`src/rtl/mm_write_buffer_pkg.sv`:
```
// Shared types and widths for the posted-write buffer between L1 and mainmemory.
package wb_pkg;

  localparam int unsigned ADDR_W = 32;
  localparam int unsigned LINE_W = 256;
  localparam int unsigned LA_W   = 27;

  typedef struct packed {
    logic              valid;
    logic [LA_W-1:0]   la;
    logic [LINE_W-1:0] data;
  } wb_entry_t;

  typedef enum logic [1:0] {
    StIdle,
    StFwd,
    StMrd
  } wb_state_t;

  // Byte address to line address; the in-line offset bits are dropped.
  function automatic logic [LA_W-1:0] line_addr(input logic [ADDR_W-1:0] addr);
    return addr[ADDR_W-1:ADDR_W-LA_W];
  endfunction

endpackage

```
`src/rtl/mm_write_buffer_if.sv`:
```
// L1 line port and mainmemory port of the write buffer, grouped as one bundle.
interface mm_write_buffer_if;
  import wb_pkg::*;

  logic [ADDR_W-1:0] cc_a;
  logic              cc_read;
  logic              cc_write;
  logic [LINE_W-1:0] cc_writedata;
  logic [LINE_W-1:0] cc_readdata;
  logic              cc_readdata_valid;
  logic              cc_ready;
  logic [LA_W-1:0]   mm_a;
  logic              mm_read;
  logic              mm_write;
  logic [LINE_W-1:0] mm_writedata;
  logic [LINE_W-1:0] mm_rd;
  logic              mm_valid;
  logic              mm_ready;

  // Buffer view.
  modport slave (
    input  cc_a, cc_read, cc_write, cc_writedata, mm_rd, mm_valid, mm_ready,
    output cc_readdata, cc_readdata_valid, cc_ready, mm_a, mm_read, mm_write, mm_writedata
  );

  // Environment view: cache on one side, mainmemory on the other.
  modport master (
    output cc_a, cc_read, cc_write, cc_writedata, mm_rd, mm_valid, mm_ready,
    input  cc_readdata, cc_readdata_valid, cc_ready, mm_a, mm_read, mm_write, mm_writedata
  );

endinterface

```
`src/rtl/mm_write_buffer_entry_array.sv`:
```
// FIFO-ordered line storage with parallel address match and in-place write coalescing.
module wb_entry_array
  import wb_pkg::*;
#(
  parameter int unsigned Depth = 4
) (
  input  logic                    clk_i,
  input  logic                    rst_ni,
  input  logic                    push_i,
  input  logic                    pop_i,
  input  logic [LA_W-1:0]         la_i,
  input  logic [LINE_W-1:0]       data_i,
  output logic                    hit_o,
  output logic [LINE_W-1:0]       hit_data_o,
  output logic [LA_W-1:0]         head_la_o,
  output logic [LINE_W-1:0]       head_data_o,
  output logic [$clog2(Depth):0]  count_o,
  output logic                    full_o,
  output logic                    empty_o
);

  localparam int unsigned PtrW = $clog2(Depth);
  typedef logic [PtrW-1:0] ptr_t;
  typedef logic [PtrW:0]   cnt_t;

  wb_entry_t entries_q [Depth];
  wb_entry_t entries_d [Depth];
  ptr_t      head_q, head_d, tail_q, tail_d, hit_idx;
  cnt_t      count_q, count_d;
  logic      coalesce, alloc;

  // At most one valid entry per line address, so the last match is the only match.
  always_comb begin
    hit_o   = 1'b0;
    hit_idx = '0;
    for (int unsigned i = 0; i < Depth; i++) begin
      if (entries_q[i].valid && (entries_q[i].la == la_i)) begin
        hit_o   = 1'b1;
        hit_idx = ptr_t'(i);
      end
    end
  end

  assign hit_data_o  = entries_q[hit_idx].data;
  assign head_la_o   = entries_q[head_q].la;
  assign head_data_o = entries_q[head_q].data;
  assign count_o     = count_q;
  assign full_o      = (count_q == cnt_t'(Depth));
  assign empty_o     = (count_q == '0);

  // A matching entry leaving this cycle cannot absorb the write; it gets a fresh slot.
  assign coalesce = push_i & hit_o & ~(pop_i & (hit_idx == head_q));
  assign alloc    = push_i & ~coalesce;

  always_comb begin
    entries_d = entries_q;
    head_d    = head_q;
    tail_d    = tail_q;
    if (pop_i) begin
      entries_d[head_q].valid = 1'b0;
      head_d                  = head_q + ptr_t'(1);
    end
    if (coalesce) begin
      entries_d[hit_idx].data = data_i;
    end
    if (alloc) begin
      entries_d[tail_q] = '{valid: 1'b1, la: la_i, data: data_i};
      tail_d            = tail_q + ptr_t'(1);
    end
    count_d = count_q + cnt_t'(alloc) - cnt_t'(pop_i);
  end

  always_ff @(posedge clk_i or negedge rst_ni) begin
    if (!rst_ni) begin
      for (int unsigned i = 0; i < Depth; i++) begin
        entries_q[i] <= '0;
      end
      head_q  <= '0;
      tail_q  <= '0;
      count_q <= '0;
    end else begin
      entries_q <= entries_d;
      head_q    <= head_d;
      tail_q    <= tail_d;
      count_q   <= count_d;
    end
  end

endmodule

```
`src/rtl/mm_write_buffer.sv`:
```
// Posted-write buffer: absorbs L1 evictions, forwards hits on fills, drains to mainmemory.
module mm_write_buffer
  import wb_pkg::*;
#(
  parameter int unsigned Depth = 4
) (
  input  logic                   clk_i,
  input  logic                   rst_ni,
  mm_write_buffer_if.slave       bus,
  output logic [$clog2(Depth):0] wb_count_o
);

  wb_state_t         state_q, state_d;
  logic              issued_q, issued_d;
  logic [LA_W-1:0]   la_q, la_d;
  logic [LINE_W-1:0] rdata_q, rdata_d;
  logic              alive_q;

  logic [LA_W-1:0]   cc_la;
  logic              hit, full, empty;
  logic [LINE_W-1:0] hit_data, head_data;
  logic [LA_W-1:0]   head_la;
  logic              rd_acc, wr_acc, drain, mm_read;

  assign cc_la = line_addr(bus.cc_a);

  wb_entry_array #(
    .Depth(Depth)
  ) u_entries (
    .clk_i      (clk_i),
    .rst_ni     (rst_ni),
    .push_i     (wr_acc),
    .pop_i      (drain),
    .la_i       (cc_la),
    .data_i     (bus.cc_writedata),
    .hit_o      (hit),
    .hit_data_o (hit_data),
    .head_la_o  (head_la),
    .head_data_o(head_data),
    .count_o    (wb_count_o),
    .full_o     (full),
    .empty_o    (empty)
  );

  // Read wins over a simultaneous write, and a read accept suppresses drain.
  always_comb begin
    bus.cc_ready = alive_q & (state_q == StIdle) & ~full;
    rd_acc       = bus.cc_ready & bus.cc_read;
    wr_acc       = bus.cc_ready & bus.cc_write & ~bus.cc_read;
    drain        = (state_q == StIdle) & ~empty & bus.mm_ready & ~rd_acc;
    mm_read      = (state_q == StMrd) & ~issued_q & bus.mm_ready;
  end

  always_comb begin
    state_d  = state_q;
    issued_d = issued_q;
    la_d     = la_q;
    rdata_d  = rdata_q;
    unique case (state_q)
      StIdle: begin
        if (rd_acc) begin
          la_d     = cc_la;
          rdata_d  = hit_data;
          issued_d = 1'b0;
          state_d  = hit ? StFwd : StMrd;
        end
      end
      StFwd: begin
        state_d = StIdle;
      end
      StMrd: begin
        if (mm_read) begin
          issued_d = 1'b1;
        end
        if (issued_q && bus.mm_valid) begin
          rdata_d = bus.mm_rd;
          state_d = StFwd;
        end
      end
      default: begin
        state_d = StIdle;
      end
    endcase
  end

  always_comb begin
    bus.mm_write          = drain;
    bus.mm_read           = mm_read;
    bus.mm_a              = drain ? head_la : (mm_read ? la_q : '0);
    bus.mm_writedata      = drain ? head_data : '0;
    bus.cc_readdata       = rdata_q;
    bus.cc_readdata_valid = (state_q == StFwd);
  end

  always_ff @(posedge clk_i or negedge rst_ni) begin
    if (!rst_ni) begin
      state_q  <= StIdle;
      issued_q <= 1'b0;
      la_q     <= '0;
      rdata_q  <= '0;
      alive_q  <= 1'b0;
    end else begin
      state_q  <= state_d;
      issued_q <= issued_d;
      la_q     <= la_d;
      rdata_q  <= rdata_d;
      alive_q  <= 1'b1;
    end
  end

endmodule

```
`src/flat_wrapper.sv`:
```
// flat-port wrapper written by rule: the top's interface ports become plain ports
module mm_write_buffer_flat import wb_pkg::*;
#(
  parameter int unsigned Depth = 4
)
  (clk_i, rst_ni, wb_count_o, bus_cc_a, bus_cc_read, bus_cc_write, bus_cc_writedata, bus_mm_rd, bus_mm_valid, bus_mm_ready, bus_cc_readdata, bus_cc_readdata_valid, bus_cc_ready, bus_mm_a, bus_mm_read, bus_mm_write, bus_mm_writedata);
  mm_write_buffer_if bus_i ();
  input  logic clk_i;
  input  logic rst_ni;
  output logic [$clog2(Depth):0] wb_count_o;
  input wire logic [$bits(bus_i.cc_a)-1:0] bus_cc_a;
  input wire logic [$bits(bus_i.cc_read)-1:0] bus_cc_read;
  input wire logic [$bits(bus_i.cc_write)-1:0] bus_cc_write;
  input wire logic [$bits(bus_i.cc_writedata)-1:0] bus_cc_writedata;
  input wire logic [$bits(bus_i.mm_rd)-1:0] bus_mm_rd;
  input wire logic [$bits(bus_i.mm_valid)-1:0] bus_mm_valid;
  input wire logic [$bits(bus_i.mm_ready)-1:0] bus_mm_ready;
  output wire logic [$bits(bus_i.cc_readdata)-1:0] bus_cc_readdata;
  output wire logic [$bits(bus_i.cc_readdata_valid)-1:0] bus_cc_readdata_valid;
  output wire logic [$bits(bus_i.cc_ready)-1:0] bus_cc_ready;
  output wire logic [$bits(bus_i.mm_a)-1:0] bus_mm_a;
  output wire logic [$bits(bus_i.mm_read)-1:0] bus_mm_read;
  output wire logic [$bits(bus_i.mm_write)-1:0] bus_mm_write;
  output wire logic [$bits(bus_i.mm_writedata)-1:0] bus_mm_writedata;
  assign bus_i.cc_a = bus_cc_a;
  assign bus_i.cc_read = bus_cc_read;
  assign bus_i.cc_write = bus_cc_write;
  assign bus_i.cc_writedata = bus_cc_writedata;
  assign bus_i.mm_rd = bus_mm_rd;
  assign bus_i.mm_valid = bus_mm_valid;
  assign bus_i.mm_ready = bus_mm_ready;
  assign bus_cc_readdata = bus_i.cc_readdata;
  assign bus_cc_readdata_valid = bus_i.cc_readdata_valid;
  assign bus_cc_ready = bus_i.cc_ready;
  assign bus_mm_a = bus_i.mm_a;
  assign bus_mm_read = bus_i.mm_read;
  assign bus_mm_write = bus_i.mm_write;
  assign bus_mm_writedata = bus_i.mm_writedata;
  mm_write_buffer #(.Depth(Depth)) u_core (.clk_i(clk_i), .rst_ni(rst_ni), .bus(bus_i), .wb_count_o(wb_count_o));
endmodule
```
`config.mk`:
```
export PLATFORM = sky130hd
export DESIGN_NAME = mm_write_buffer_flat
export DESIGN_NICKNAME = d
export VERILOG_FILES = /design/src/rtl/mm_write_buffer_pkg.sv /design/src/rtl/mm_write_buffer_if.sv /design/src/rtl/mm_write_buffer_entry_array.sv /design/src/rtl/mm_write_buffer.sv /design/src/flat_wrapper.sv
export SDC_FILE = /design/constraint.sdc
export NUM_CORES = 2
export LEC_CHECK = 0
export CORE_AREA = 4 4 421 423
export DETAILED_ROUTE_END_ITERATION = 12
export DIE_AREA = 0 0 425 427
export SETUP_SLACK_MARGIN = 0.05
export SLEW_MARGIN = 40
export SYNTH_ARGS = -nofsm -noshare
export SYNTH_HDL_FRONTEND = slang
export SYNTH_SLANG_ARGS = --single-unit
```
`constraint.sdc`:
```
create_clock -name clk_i -period 4.6 [get_ports clk_i]
set_clock_uncertainty 0.15 [all_clocks]
set_input_delay 0.46 -clock clk_i [delete_from_list [all_inputs] [get_ports clk_i]]
set_output_delay 0.46 -clock clk_i [all_outputs]
set_load 0.01 [all_outputs]
```
==> results_dict.tcl <==
set metrics [dict create \
    syn_area_um2 70500 \
    vias_per_cell 6.03 \
    worstMarginPinSlew_ps 867 \
    setup_ws_ps 199 \
    crit_required_ps 3990 \
    synth-edff-count 0 \
    die_area_um2 181000 \
    drive_above_1_share_pct 20.7 \
    ir_drop_uv 429 \
    ys.flop_type "dfrtp_1" \
    postRouteAntennaNets 0 \
    grt_max_degree 132 \
    clock_path_buffers 3 \
    cts.sinks 1430 \
    netlist.area_leader.share_pct 50.8 \
    critPathLaunchType "register" \
    final_area_um2 91100 \
    area.growth.synth_to_final_pct 29.2 \
    area.sequential_um2 35800 \
    ys_ff_latch 1430 \
    clk_pin_slew_worst_paths_ps 60 \
    ys_warn_count 0 \
    routedWlPerCell_um 30.6 \
    drc 0 \
    initial_core_util_pct 40.6 \
    grt_pass1_vias 54100 \
    cts-root-buf "clkbuf_16" \
    end_kind "output pin" \
    die_x_um 425 \
    multiInputGateArea_um2 32700 \
    syn_inst 5202 \
    maxSlewHeadroom_pct 42.2 \
    mostFrequentLayoutCells "dfrtp_1 (1,428), clkdlybuf4s50_1 (1,089), mux2_1 (657), a21oi_1 (514), mux4_2 (283)" \
    fin_util_pct 52.5 \
    first_iter_violations 5835 \
    synth_area_leaders "dfrtp_1 (51%), mux2_1 (10%), mux4_2 (9.0%)" \
    async_flop_share_pct 100 \
    rsz0062_at_grt "no" \
    place_ws_ps 30.3 \
    cts_tree "done" \
    path_cells "buf_4, nor3b_1, nand3_1, buf_4, inv_8, buf_12, and2_1, clkdlybuf4s50_1" \
    vias 52900 \
    io_pins 1096 \
    min_period_over_period_pct 95.7 \
    max_stage_delay_ps 690 \
    fmax_mhz 227 \
    holdWs_ps 112 \
    grt_pass1_wl_mm 388 \
    power_density_nw_per_um2 677 \
    dp_hpwl_mm 181 \
    crit_top_cell "buf_4" \
    hp-class "primary input to async pin" \
    ys_seq_area_share_pct 50.8 \
    syn_nets 5762 \
    grt_usage_pct 28.7 \
    worstPathArrival_ps 3790 \
    cap_violations 0 \
    die_y_um 427 \
    critical_path_class "register to output pin" \
    status "complete, no violations" \
    p_leak_nw 39.8 \
    gp_congestion 0.920 \
    synth_cell_types 54 \
    crit_fanout 104 \
    row_count 153 \
    drtPass1Iterations 8 \
    insertion_delay_ps 800 \
    slew_violations 0 \
    portBuffers 1090 \
    finalHoldViolations 0 \
    final_common_cell "dfrtp_1" \
    p_total_mw 61.7 \
    avgSynthCellArea_um2 13.6 \
    antenna_found_initial 90 \
    dpl_cell_area_um2 85600 \
    numCtsBuffers 161 \
    setup_viol 0 \
    slowest_stage "clkdlybuf4s50_1" \
    core_um2 173000 \
    nNetsFinal 6814 \
    overflow 0 \
    fin_crit_ps 4400 \
    final.fill_count 14800 \
    yosys.area.top_type "dfrtp_1" \
    wl_mm 268 \
    h-tree-depth 4 \
]
[final timing paths]
kind	to	slack [ps]	cells after the start	from
setup / recovery	bus_mm_writedata[25]	200	8	u_core.state_q[1]
hold / removal	u_core.bus.cc_readdata[202]	110	2	rst_ni
setup reg to reg	u_core.u_entries.count_o[2]	550	13	u_core.u_entries.entries_q[838]
hold reg to reg	u_core.bus.cc_readdata[23]	320	1	u_core.bus.cc_readdata[23]
max in group asynchronous	u_core.u_entries.entries_q[1004]	2740	4	rst_ni
min in group clk_i	u_core.state_q[1]	160	4	bus_mm_valid
[synth_stat cells, drive strengths merged, types with 4 or more instances]
cell    count
a21o      261
a21oi     516
a222oi    256
a22o       27
and2      258
buf       150
clkbuf    331
dfrtp    1430
ha          9
inv         7
mux2     1159
mux4      283
nand2      18
nand3       9
nand4      29
nor2       13
nor3        5
nor4       23
nor4b       8
o21ai     259
or4         4
xnor2      60
xor2       53
[sequential cells by signal, summed over array words and instances (netlist names)]
| name | flops |
|---|---|
| u_core.u_entries.count_o | 3 |
| u_core.u_entries.head_q | 2 |
| u_core.la_q | 27 |
| u_core.issued_q | 1 |
| u_core.state_q | 2 |
| u_core.alive_q | 1 |
| u_core.u_entries.tail_q | 2 |
| u_core.u_entries.entries_q | 1136 |
| u_core.bus.cc_readdata | 256 |
[per-layer routing]
metal  up-vias  GRT usage, %  part of all wire [%]
li1      22000             -                     -
met1     27900          37.5                    40
met2      2417          45.3                    47
met3       497          5.79                   7.2
met4        32          15.4                   5.4
met5         -             0                 0.076
[final cells by class]
type,count,area share [%]
diodes,59,0.162
clock buffers,253,5.32
clock inverters,31,0.434
inverters,8,0.0412
multi-input cells,3283,35.9
flip-flops and latches,1430,39.3
well taps,2325,3.19
repair buffers,1370,15.7
[power breakdown]
part | internal [mW] | switching [mW]
Clock | 7.50 | 5.38
Combinational | 13.8 | 11.7
Sequential | 18.6 | 4.75
Total | 39.9 | 21.8
[critical path: cells and delay by family, from the launching register on]
kind / cells / cell delay (ps)
AND/OR/NAND/NOR: 3 / 820
buffers and inverters: 5 / 1690
flip-flops: 1 / 400
[cells by family (layout without fill, tap and decap cells)]
kind of cell	Yosys count	in the layout	synth area share, %
multiplexers	1442	1442	28.8
flip-flops	1430	1430	50.8
AO/OA/AOI/OAI	1333	1333	12.4
buffers and inverters	489	1662	3.09
AND/OR/NAND/NOR	384	384	3.35
XOR/XNOR	113	113	1.40
adder cells (fa/ha/maj)	10	10	0.188
other	1	60	0.00532
[repair_timing]
action | in CTS | in global routing
resized for setup | 2 | 0
hold buffers | 1 | 0
setup buffers | 0 | 0
endpoints found under the hold margin | 94 | 0
endpoints found under the setup margin | 4 | 0
[per-stage QoR]
step	TNS (ps)	std cells
final	0	8759
after global routing	0	8755
after CTS	0	8697
after detailed placement	0	8412
after global placement	-20.0	8408
after floorplan	0	5202
(Power assumes the default switching activity.)
